## config.mk

```make
export PLATFORM = sky130hd
export DESIGN_NAME = ssm_tile_sched_flat
export DESIGN_NICKNAME = d
export VERILOG_FILES = /design/src/rtl/ssm_pkg.sv /design/src/rtl/ssm_tile_sched_if.sv /design/src/rtl/pipe_bus.sv /design/src/rtl/ssm_tile_sched.sv /design/src/flat_wrapper.sv
export SDC_FILE = /design/constraint.sdc
export NUM_CORES = 1
export LEC_CHECK = 0
export ABC_AREA = 0
export BUFFER_PORTS_ARGS = -buffer_cell sky130_fd_sc_hd__buf_2
export CAP_MARGIN = 10
export CORE_AREA = 2 2 671 673
export DETAILED_ROUTE_END_ITERATION = 8
export DIE_AREA = 0 0 673 675
export RECOVER_POWER = 100
export SLEW_MARGIN = 20
export SYNTH_ARGS = -nofsm -noshare
export SYNTH_HDL_FRONTEND = slang
export SYNTH_SLANG_ARGS = --single-unit
```

## constraint.sdc

```tcl
create_clock -name clk -period 1.7 [get_ports clk]
set_input_delay 0.17 -clock clk [delete_from_list [all_inputs] [get_ports clk]]
set_output_delay 0.17 -clock clk [all_outputs]
set_load 0.01 [all_outputs]
```

## src/rtl/ssm_pkg.sv

```systemverilog
// Shared definitions for the SSM tile scheduler: FSM encoding, defaults and a
// constant clog2 helper usable in parameter expressions.
package ssm_pkg;

  localparam int DW_DEF     = 16;
  localparam int N_TILE_DEF = 16;

  localparam logic [1:0] ST_IDLE   = 2'd0;
  localparam logic [1:0] ST_ISSUE  = 2'd1;
  localparam logic [1:0] ST_DRAIN  = 2'd2;
  localparam logic [1:0] ST_WAIT_Y = 2'd3;

  function automatic int clog2(input int v);
    int r;
    r = 0;
    while ((1 << r) < v) r++;
    return r;
  endfunction

endpackage

```

## src/rtl/ssm_tile_sched_if.sv

```systemverilog
// Bundle of every scheduler-facing signal except clock and reset.
// master = scheduler side, slave = control/buffer/datapath side.
interface ssm_tile_sched_if #(
  parameter int DW     = 16,
  parameter int N_TILE = 16,
  parameter int ADDR_W = 3
);
  logic                   start_i;
  logic [DW-1:0]          dt_i, dA_i, x_i, D_i;
  logic                   busy_o, done_o, err_o;
  logic [DW-1:0]          y_o;
  logic                   mem_rd_en_o;
  logic [ADDR_W-1:0]      mem_rd_addr_o;
  logic [N_TILE*DW-1:0]   B_rd_i, C_rd_i, h_rd_i;
  logic                   tile_valid_o, tile_last_o, tile_ready_i;
  logic [DW-1:0]          dt_o, dA_o, x_o, D_o;
  logic [N_TILE*DW-1:0]   B_tile_o, C_tile_o, hprev_tile_o;
  logic [DW-1:0]          y_final_i;
  logic                   y_final_valid_i;

  modport master (
    input  start_i, dt_i, dA_i, x_i, D_i, B_rd_i, C_rd_i, h_rd_i,
           tile_ready_i, y_final_i, y_final_valid_i,
    output busy_o, done_o, err_o, y_o, mem_rd_en_o, mem_rd_addr_o,
           tile_valid_o, tile_last_o, dt_o, dA_o, x_o, D_o,
           B_tile_o, C_tile_o, hprev_tile_o
  );

  modport slave (
    output start_i, dt_i, dA_i, x_i, D_i, B_rd_i, C_rd_i, h_rd_i,
           tile_ready_i, y_final_i, y_final_valid_i,
    input  busy_o, done_o, err_o, y_o, mem_rd_en_o, mem_rd_addr_o,
           tile_valid_o, tile_last_o, dt_o, dA_o, x_o, D_o,
           B_tile_o, C_tile_o, hprev_tile_o
  );
endinterface

```

## src/rtl/pipe_bus.sv

```systemverilog
// Fixed-depth delay line of W-bit words, D register stages, cleared by reset.
module pipe_bus #(
  parameter int W = 1,
  parameter int D = 2
) (
  input  logic         clk,
  input  logic         rstn,
  input  logic [W-1:0] d,
  output logic [W-1:0] q
);
  logic [W-1:0] pipe_reg [D];

  always_ff @(posedge clk or negedge rstn) begin
    if (!rstn) begin
      for (int i = 0; i < D; i++) pipe_reg[i] <= '0;
    end else begin
      pipe_reg[0] <= d;
      for (int i = 1; i < D; i++) pipe_reg[i] <= pipe_reg[i-1];
    end
  end

  assign q = pipe_reg[D-1];
endmodule

```

## src/rtl/ssm_tile_sched.sv

```systemverilog
// Frame controller: latches scalars, issues one buffer read per tile, tags the
// returning tiles valid/last for the datapath, then waits (bounded) for y.
module ssm_tile_sched
  import ssm_pkg::*;
#(
  parameter int DW         = DW_DEF,
  parameter int N_TILE     = N_TILE_DEF,
  parameter int N_TOTAL    = 128,
  parameter int MEM_RD_LAT = 2,
  parameter int TIMEOUT    = 1024
) (
  input logic             clk,
  input logic             rstn,
  ssm_tile_sched_if.master bus
);
  localparam int NUM_TILES = N_TOTAL / N_TILE;
  localparam int ADDR_W    = (clog2(NUM_TILES) < 1) ? 1 : clog2(NUM_TILES);
  localparam int WD_W      = clog2(TIMEOUT) + 1;
  localparam logic [ADDR_W-1:0] LAST_ADDR = ADDR_W'(NUM_TILES - 1);
  localparam logic [WD_W-1:0]   WD_LIMIT  = WD_W'(TIMEOUT - 1);

  logic [1:0]        state_reg;
  logic [ADDR_W-1:0] tile_cnt_reg;
  logic [WD_W-1:0]   wd_reg;
  logic [DW-1:0]     dt_reg, da_reg, x_reg, d_reg, y_reg;
  logic              done_reg, err_reg;
  logic              issue, issue_last, tile_valid, tile_last;

  assign issue      = (state_reg == ST_ISSUE) && bus.tile_ready_i;
  assign issue_last = (tile_cnt_reg == LAST_ADDR);

  // Valid and last travel alongside the read so they line up with the data.
  pipe_bus #(.W(1), .D(MEM_RD_LAT)) u_valid_pipe (
    .clk (clk), .rstn (rstn), .d (issue), .q (tile_valid)
  );
  pipe_bus #(.W(1), .D(MEM_RD_LAT)) u_last_pipe (
    .clk (clk), .rstn (rstn), .d (issue && issue_last), .q (tile_last)
  );

  always_ff @(posedge clk or negedge rstn) begin
    if (!rstn) begin
      state_reg    <= ST_IDLE;
      tile_cnt_reg <= '0;
      wd_reg       <= '0;
      dt_reg       <= '0;
      da_reg       <= '0;
      x_reg        <= '0;
      d_reg        <= '0;
      y_reg        <= '0;
      done_reg     <= 1'b0;
      err_reg      <= 1'b0;
    end else begin
      done_reg <= 1'b0;
      err_reg  <= 1'b0;
      case (state_reg)
        ST_IDLE: if (bus.start_i) begin
          dt_reg       <= bus.dt_i;
          da_reg       <= bus.dA_i;
          x_reg        <= bus.x_i;
          d_reg        <= bus.D_i;
          tile_cnt_reg <= '0;
          state_reg    <= ST_ISSUE;
        end
        ST_ISSUE: if (issue) begin
          tile_cnt_reg <= tile_cnt_reg + 1'b1;
          if (issue_last) state_reg <= ST_DRAIN;
        end
        ST_DRAIN: if (tile_valid && tile_last) begin
          wd_reg    <= '0;
          state_reg <= ST_WAIT_Y;
        end
        ST_WAIT_Y: begin
          wd_reg <= wd_reg + 1'b1;
          // A y arriving on the timeout cycle still counts as success.
          if (bus.y_final_valid_i) begin
            y_reg     <= bus.y_final_i;
            done_reg  <= 1'b1;
            state_reg <= ST_IDLE;
          end else if (wd_reg == WD_LIMIT) begin
            err_reg   <= 1'b1;
            state_reg <= ST_IDLE;
          end
        end
        default: state_reg <= ST_IDLE;
      endcase
    end
  end

  assign bus.busy_o        = (state_reg != ST_IDLE);
  assign bus.done_o        = done_reg;
  assign bus.err_o         = err_reg;
  assign bus.y_o           = y_reg;
  assign bus.mem_rd_en_o   = issue;
  assign bus.mem_rd_addr_o = tile_cnt_reg;
  assign bus.tile_valid_o  = tile_valid;
  assign bus.tile_last_o   = tile_last;
  assign bus.dt_o          = dt_reg;
  assign bus.dA_o          = da_reg;
  assign bus.x_o           = x_reg;
  assign bus.D_o           = d_reg;
  assign bus.B_tile_o      = bus.B_rd_i;
  assign bus.C_tile_o      = bus.C_rd_i;
  assign bus.hprev_tile_o  = bus.h_rd_i;
endmodule
```

## src/flat_wrapper.sv

```systemverilog
// flat-port wrapper written by rule: the top's interface ports become plain ports
module ssm_tile_sched_flat import ssm_pkg::*;
#(
  parameter int DW         = DW_DEF,
  parameter int N_TILE     = N_TILE_DEF,
  parameter int N_TOTAL    = 128,
  parameter int MEM_RD_LAT = 2,
  parameter int TIMEOUT    = 1024
)
  (clk, rstn, bus_start_i, bus_dt_i, bus_dA_i, bus_x_i, bus_D_i, bus_B_rd_i, bus_C_rd_i, bus_h_rd_i, bus_tile_ready_i, bus_y_final_i, bus_y_final_valid_i, bus_busy_o, bus_done_o, bus_err_o, bus_y_o, bus_mem_rd_en_o, bus_mem_rd_addr_o, bus_tile_valid_o, bus_tile_last_o, bus_dt_o, bus_dA_o, bus_x_o, bus_D_o, bus_B_tile_o, bus_C_tile_o, bus_hprev_tile_o);
  ssm_tile_sched_if #(.DW(DW), .N_TILE(N_TILE)) bus_i ();
  input logic clk;
  input logic rstn;
  input wire logic [$bits(bus_i.start_i)-1:0] bus_start_i;
  input wire logic [$bits(bus_i.dt_i)-1:0] bus_dt_i;
  input wire logic [$bits(bus_i.dA_i)-1:0] bus_dA_i;
  input wire logic [$bits(bus_i.x_i)-1:0] bus_x_i;
  input wire logic [$bits(bus_i.D_i)-1:0] bus_D_i;
  input wire logic [$bits(bus_i.B_rd_i)-1:0] bus_B_rd_i;
  input wire logic [$bits(bus_i.C_rd_i)-1:0] bus_C_rd_i;
  input wire logic [$bits(bus_i.h_rd_i)-1:0] bus_h_rd_i;
  input wire logic [$bits(bus_i.tile_ready_i)-1:0] bus_tile_ready_i;
  input wire logic [$bits(bus_i.y_final_i)-1:0] bus_y_final_i;
  input wire logic [$bits(bus_i.y_final_valid_i)-1:0] bus_y_final_valid_i;
  output wire logic [$bits(bus_i.busy_o)-1:0] bus_busy_o;
  output wire logic [$bits(bus_i.done_o)-1:0] bus_done_o;
  output wire logic [$bits(bus_i.err_o)-1:0] bus_err_o;
  output wire logic [$bits(bus_i.y_o)-1:0] bus_y_o;
  output wire logic [$bits(bus_i.mem_rd_en_o)-1:0] bus_mem_rd_en_o;
  output wire logic [$bits(bus_i.mem_rd_addr_o)-1:0] bus_mem_rd_addr_o;
  output wire logic [$bits(bus_i.tile_valid_o)-1:0] bus_tile_valid_o;
  output wire logic [$bits(bus_i.tile_last_o)-1:0] bus_tile_last_o;
  output wire logic [$bits(bus_i.dt_o)-1:0] bus_dt_o;
  output wire logic [$bits(bus_i.dA_o)-1:0] bus_dA_o;
  output wire logic [$bits(bus_i.x_o)-1:0] bus_x_o;
  output wire logic [$bits(bus_i.D_o)-1:0] bus_D_o;
  output wire logic [$bits(bus_i.B_tile_o)-1:0] bus_B_tile_o;
  output wire logic [$bits(bus_i.C_tile_o)-1:0] bus_C_tile_o;
  output wire logic [$bits(bus_i.hprev_tile_o)-1:0] bus_hprev_tile_o;
  assign bus_i.start_i = bus_start_i;
  assign bus_i.dt_i = bus_dt_i;
  assign bus_i.dA_i = bus_dA_i;
  assign bus_i.x_i = bus_x_i;
  assign bus_i.D_i = bus_D_i;
  assign bus_i.B_rd_i = bus_B_rd_i;
  assign bus_i.C_rd_i = bus_C_rd_i;
  assign bus_i.h_rd_i = bus_h_rd_i;
  assign bus_i.tile_ready_i = bus_tile_ready_i;
  assign bus_i.y_final_i = bus_y_final_i;
  assign bus_i.y_final_valid_i = bus_y_final_valid_i;
  assign bus_busy_o = bus_i.busy_o;
  assign bus_done_o = bus_i.done_o;
  assign bus_err_o = bus_i.err_o;
  assign bus_y_o = bus_i.y_o;
  assign bus_mem_rd_en_o = bus_i.mem_rd_en_o;
  assign bus_mem_rd_addr_o = bus_i.mem_rd_addr_o;
  assign bus_tile_valid_o = bus_i.tile_valid_o;
  assign bus_tile_last_o = bus_i.tile_last_o;
  assign bus_dt_o = bus_i.dt_o;
  assign bus_dA_o = bus_i.dA_o;
  assign bus_x_o = bus_i.x_o;
  assign bus_D_o = bus_i.D_o;
  assign bus_B_tile_o = bus_i.B_tile_o;
  assign bus_C_tile_o = bus_i.C_tile_o;
  assign bus_hprev_tile_o = bus_i.hprev_tile_o;
  ssm_tile_sched #(.DW(DW), .N_TILE(N_TILE), .N_TOTAL(N_TOTAL), .MEM_RD_LAT(MEM_RD_LAT), .TIMEOUT(TIMEOUT)) u_core (.clk(clk), .rstn(rstn), .bus(bus_i));
endmodule
```

---- Yosys cells after proc, flatten, opt, wreduce, memory -nomap -nowiden ----
Cells that the tools add are included.
cells by class
  $mul .................................... 0
  order comparisons ....................... 0
  reductions and logical operators ........ 12
  add/sub/neg operators ................... 2
  bitwise operators ....................... 0
  shift-type cells ........................ 0
  equality and inequality tests ........... 10
  divide/modulo/power cells ............... 0
  multiplexer cells ....................... 17
operator list
  operator                 count
  $pmux W11 S2             1
  $mux W2                  6
  $add A11 B1 Y11 const B  1
  $eq A11 B10 Y1 const B   1
  $mux W11                 1
  $pmux W2 S4              1
  $mux W3                  2
  $ne A2 B1 Y1 const B     3
  $pmux W3 S2              1
  $reduce_and A2 Y1        3
  $reduce_bool A2 Y1       3
  $mux W1                  5
  $reduce_and A5 Y1        1
  $eq A2 B2 Y1 const B     2
  $add A3 B1 Y3 const B    1
  $eq A3 B3 Y1 const B     1
  $logic_and A1 B1 Y1      3
  $ne A3 B2 Y1 const B     1
  $reduce_and A3 Y1        1
  $eq A2 B1 Y1 const B     1
  $logic_not A2 Y1         1
  $ne A2 B2 Y1 const B     1
storage, ports and cells
  bits in read-only memories .............. 0
  bits in registers ....................... 102
  memory bits (writable) .................. 0
  latch bits .............................. 0
  input bits .............................. 853
  output and inout bits ................... 857
  memories kept ........................... 0

---- Longest topological paths before layout ----
  depth after elaboration ................. 4
  mapped depth ............................ 6
  depth with buffers taken out ............ 6

---- Hierarchy ----
From an unflattened synthesis, not the netlist that was laid out.
unflattened totals
  cells, all modules ...................... 1056
  area total of the unflattened synthesis .. 9874.5 um2
by module, submodules not included
  module          cells an instance  instances  seq. area each (um2)  area an instance (um2)
  ssm_tile_sched  1052               1          2452.4                9774.4
  pipe_bus        2                  2          50.0                  50.0

---- Worst setup path before layout ----
No wires, ideal clock.
  path type ............................... register to register
  start ................................... reg u_core.state_reg[0]
  end ..................................... reg u_core.y_reg[10] (netlist: u_core.bus.y_o[10])
  data required time ...................... 1575 ps
  setup slack ............................. 50 ps
  data arrival time ....................... 1525 ps
  buffers on the path ..................... 2
  setup time .............................. 125 ps
  cell stages (with the launch flop) ...... 6
  path through ............................ dfrtp_1 -> ha_1 -> buf_2 -> nand2_1 -> buf_2 -> mux2_2
between the ends
  cells in the longest elaborated chain, start to end .. 2
RTL lines
  element                      line                  text
  start, declared              ssm_tile_sched.sv:22  logic [1:0] state_reg;
  start signal, assigned       ssm_tile_sched.sv:42  state_reg <= ST_IDLE;
  start signal, assigned       ssm_tile_sched.sv:62  state_reg <= ST_ISSUE;
  start signal, assigned       ssm_tile_sched.sv:66  if (issue_last) state_reg <= ST_DRAIN;
  $eq A2 B2 Y1                 ssm_tile_sched.sv:55  case (state_reg)
  $reduce_and A2 Y1 (no line)  --
  end signal, assigned         ssm_tile_sched.sv:76  y_reg <= bus.y_final_i;
  end, declared                ssm_tile_sched.sv:25  logic [DW-1:0] dt_reg, da_reg, x_reg, d_reg, y_reg;
Every way passes these cells.
A chain may end at the register's enable or synchronous reset.

---- Worst setup path in the final report ----
  start ................................... reg u_core.state_reg[0]
  end ..................................... reg u_core.y_reg[9] (netlist: u_core.bus.y_o[9])
Same word-level chain as after synthesis.

==> reports/qor.txt <==
outcome: completed
crit-path max cell delay: 0.41 ns
ys async rst share: 1.00
Synthesized Nets: 1913
DRC viols: 0
first-pass GRT wire length: 155 mm
crit-path most repeated cell: buf_6
largest net degree at the start of global routing: 34
cell count after placement: 6432
Hold Fails Final Rpt: 0
dominant synthesized flop cell: dfrtp_1
die area: 454000 sq um
critical path's top delay family: buffers and inverters
clk root buf: clkbuf_16
ratio of cells with drive above 1 in the final layout: 0.421
Routed WL: 146 mm
fmax: 589 MHz
initial DRC count: 213
r2r setup slk: 0.004 ns
Wirelength per Cell: 22.3 um
Vias: 5197
Fin Hold WS: 0.236 ns
Tmin final: 1.70 ns
Final period util: 0.998
Cell Chain, Critical Path: buf_6 -> buf_6 -> ha_4 -> nand2_8 -> buf_16 -> mux2_4
Area growth syn-to-layout: 42.8%
Non-Filler Instances: 6542
gr usage total: 0.0611
DP HPWL: 132 mm
Crit-path slowest cell: dfrtp_1
worst min path class: primary input to flip-flop
I/O pin count: 1710
vias in the first global route: 5480
Syn. warnings: 0
CP bufs+invs: 3
Skew-Pair Late Insertion Delay: 0.58 ns
H-tree Lvls: 3
CP endpoint kind: flip-flop
die width: 673 um
setup slack after layout: 0.00351 ns
Max Cap Violations: 0
EDFF count, synth: 0
row count: 246
Req. time, crit path: 2.18 ns
fillers: 53200
final layout net count: 1446
Leakage: 3.13 nW
most common cell in the netlist: buf_4
Clock Pin Slew Worst Setup and Hold Paths: 0.13 ns
Core Box Area: 447000 sq um
CTS tree: done
Initial Util: 0.0221
PwrDens: 925 nW/um^2
Worst slew margin: 0.160
crit path launch type: flip-flop
Post-Syn Area: 9860 sq um
Arr. time, crit path: 2.18 ns
grt total ovfl: 0
slew at the pin with the worst max-slew slack: 1.26 ns
CTS sink cnt: 102
largest area contributor in the netlist: buf_4
syn_area_per_cell: 9.38 sq um
CP max FO: 9
Worst Clk Skew: 0.0527 ns
gpl congestion: 0.633
Synth area leaders: buf_4 59%, dfrtp_1 26%, mux2_2 9.2%
Routed Antenna Nets: 0
Slew Limit Fails: 0
DP Worst Slack: -0.0342 ns
via/cell ratio: 0.794
Post-Syn Instances: 1052
post-synthesis sequential area ratio: 0.259
final setup vio count: 0
initial antenna violation count: 9
CP Class: flip-flop to flip-flop
Die Span Y: 675 um
unrepaired setup endpoints after global routing: true
Worst VDD drop: 495 uV
distinct cell type count after synthesis: 34
Yosys top cell area share: 0.585
IO Port Bufs: 173
Yosys reg bits: 102
drt pass-1 iters: 4
synth cell count leaders: 769 x buf_4, 102 x dfrtp_1, 81 x mux2_2
CTS buffer count: 13
Clock Tree Buf Depth: 3
## placed cells by master (no fill, tap or decap), types with 2 or more instances in the layout
master           n
inv_1            6
diode_2          3
a21oi_1          2
a22o_1           3
mux2_2          70
nand3_2          2
o21ai_0         13
buf_6            6
ha_4             4
nand2_1         10
o21a_1           2
clkbuf_1        84
nand2b_1         2
bufinv_16        2
clkbuf_2         7
buf_4           23
o31ai_1          3
dlygate4sd3_1   83
nor2_1           3
nor3_1           2
o211ai_1         2
buf_12           5
ha_1             3
buf_2           85
buf_16           2
and2_1           2
nand4_1          2
dfrtp_1        102
clkbuf_16       14
mux2_4          12
inv_2            2
nand3_1          6
## layout make-up
class | count | area, sq um | share of cell area
Clock buffer | 14 | 329 | 0.0234
Timing Repair Buffer | 296 | 2030 | 0.144
Inverter | 9 | 36.3 | 0.00258
Multi-Input combinational cell | 163 | 1620 | 0.115
Clock inverter | 3 | 67.6 | 0.00480
Tap cell | 5952 | 7450 | 0.529
Sequential cell | 102 | 2550 | 0.181
Antenna cell | 3 | 7.51 | 0.000533
## cell families after synthesis
kind of cell	share of synthesized area
adders and majority gates	0.0101
AOI/OAI and AO/OA	0.0203
DFF	0.259
muxes	0.0946
buffers and inverters	0.594
and+or+nand+nor	0.0226
## through the flow
step | setup TNS (ns) | utilization | cell area (sq um) | power [mW]
6_report | 0 | 0.0315 | 14100 | 13.0
5_1_grt | -2.39 | 0.0315 | 14100 | 14.0
4_1_cts | -0.357 | 0.0315 | 14100 | 13.6
3_5_place_dp | -0.704 | 0.0285 | 12700 | 9.28
3_3_place_gp | -1.32 | 0.0285 | 12700 | 9.21
2_1_floorplan | 0 | - | 9860 | 8.17
## per-layer routing
layer  GRT usage  vias up  share of wire
met5     0.00404        -         0.0016
met4      0.0408       12          0.073
met3       0.110      387           0.38
met2      0.0907     1195           0.43
met1      0.0197     1988           0.12
li1            -     1615              -
## worst reg2reg max path, stage by stage (launching register included)
cell	delay, ns
dfrtp_1	0.41
buf_6	0.13
buf_6	0.11
ha_4	0.18
nand2_8	0.11
buf_16	0.19
mux2_4	0.51
## report_power, final
part | leakage, nW | internal (mW) | switching, mW
Sequential | 1.24 | 3.50 | 0.601
Clock | 0.190 | 1.71 | 1.77
Combinational | 1.69 | 2.55 | 2.90
Total | 3.13 | 7.76 | 5.27
## worst paths after layout
check,start,to,depth (start not counted)
max,u_core.state_reg[0],u_core.bus.y_o[9],6
min,bus_start_i,u_core.bus.mem_rd_addr_o[0],5
max reg2reg,u_core.state_reg[0],u_core.bus.y_o[9],6
min reg2reg,u_core.u_last_pipe.pipe_reg[1],u_core.u_last_pipe.q,0
max in group asynchronous,rstn,u_core.bus.dA_o[7],3
min in group asynchronous,rstn,u_core.bus.dA_o[12],2
## what timing repair did
action / CTS / global route
gates cloned: 0 / 2
pin swaps: 2 / 4
gates resized for setup: 26 / 16
setup buffers: 4 / 3
endpoints found under the hold margin: 173 / 0
hold buffers: 83 / 0
setup endpoints to repair: 45 / 24
(Power assumes the default switching activity.)
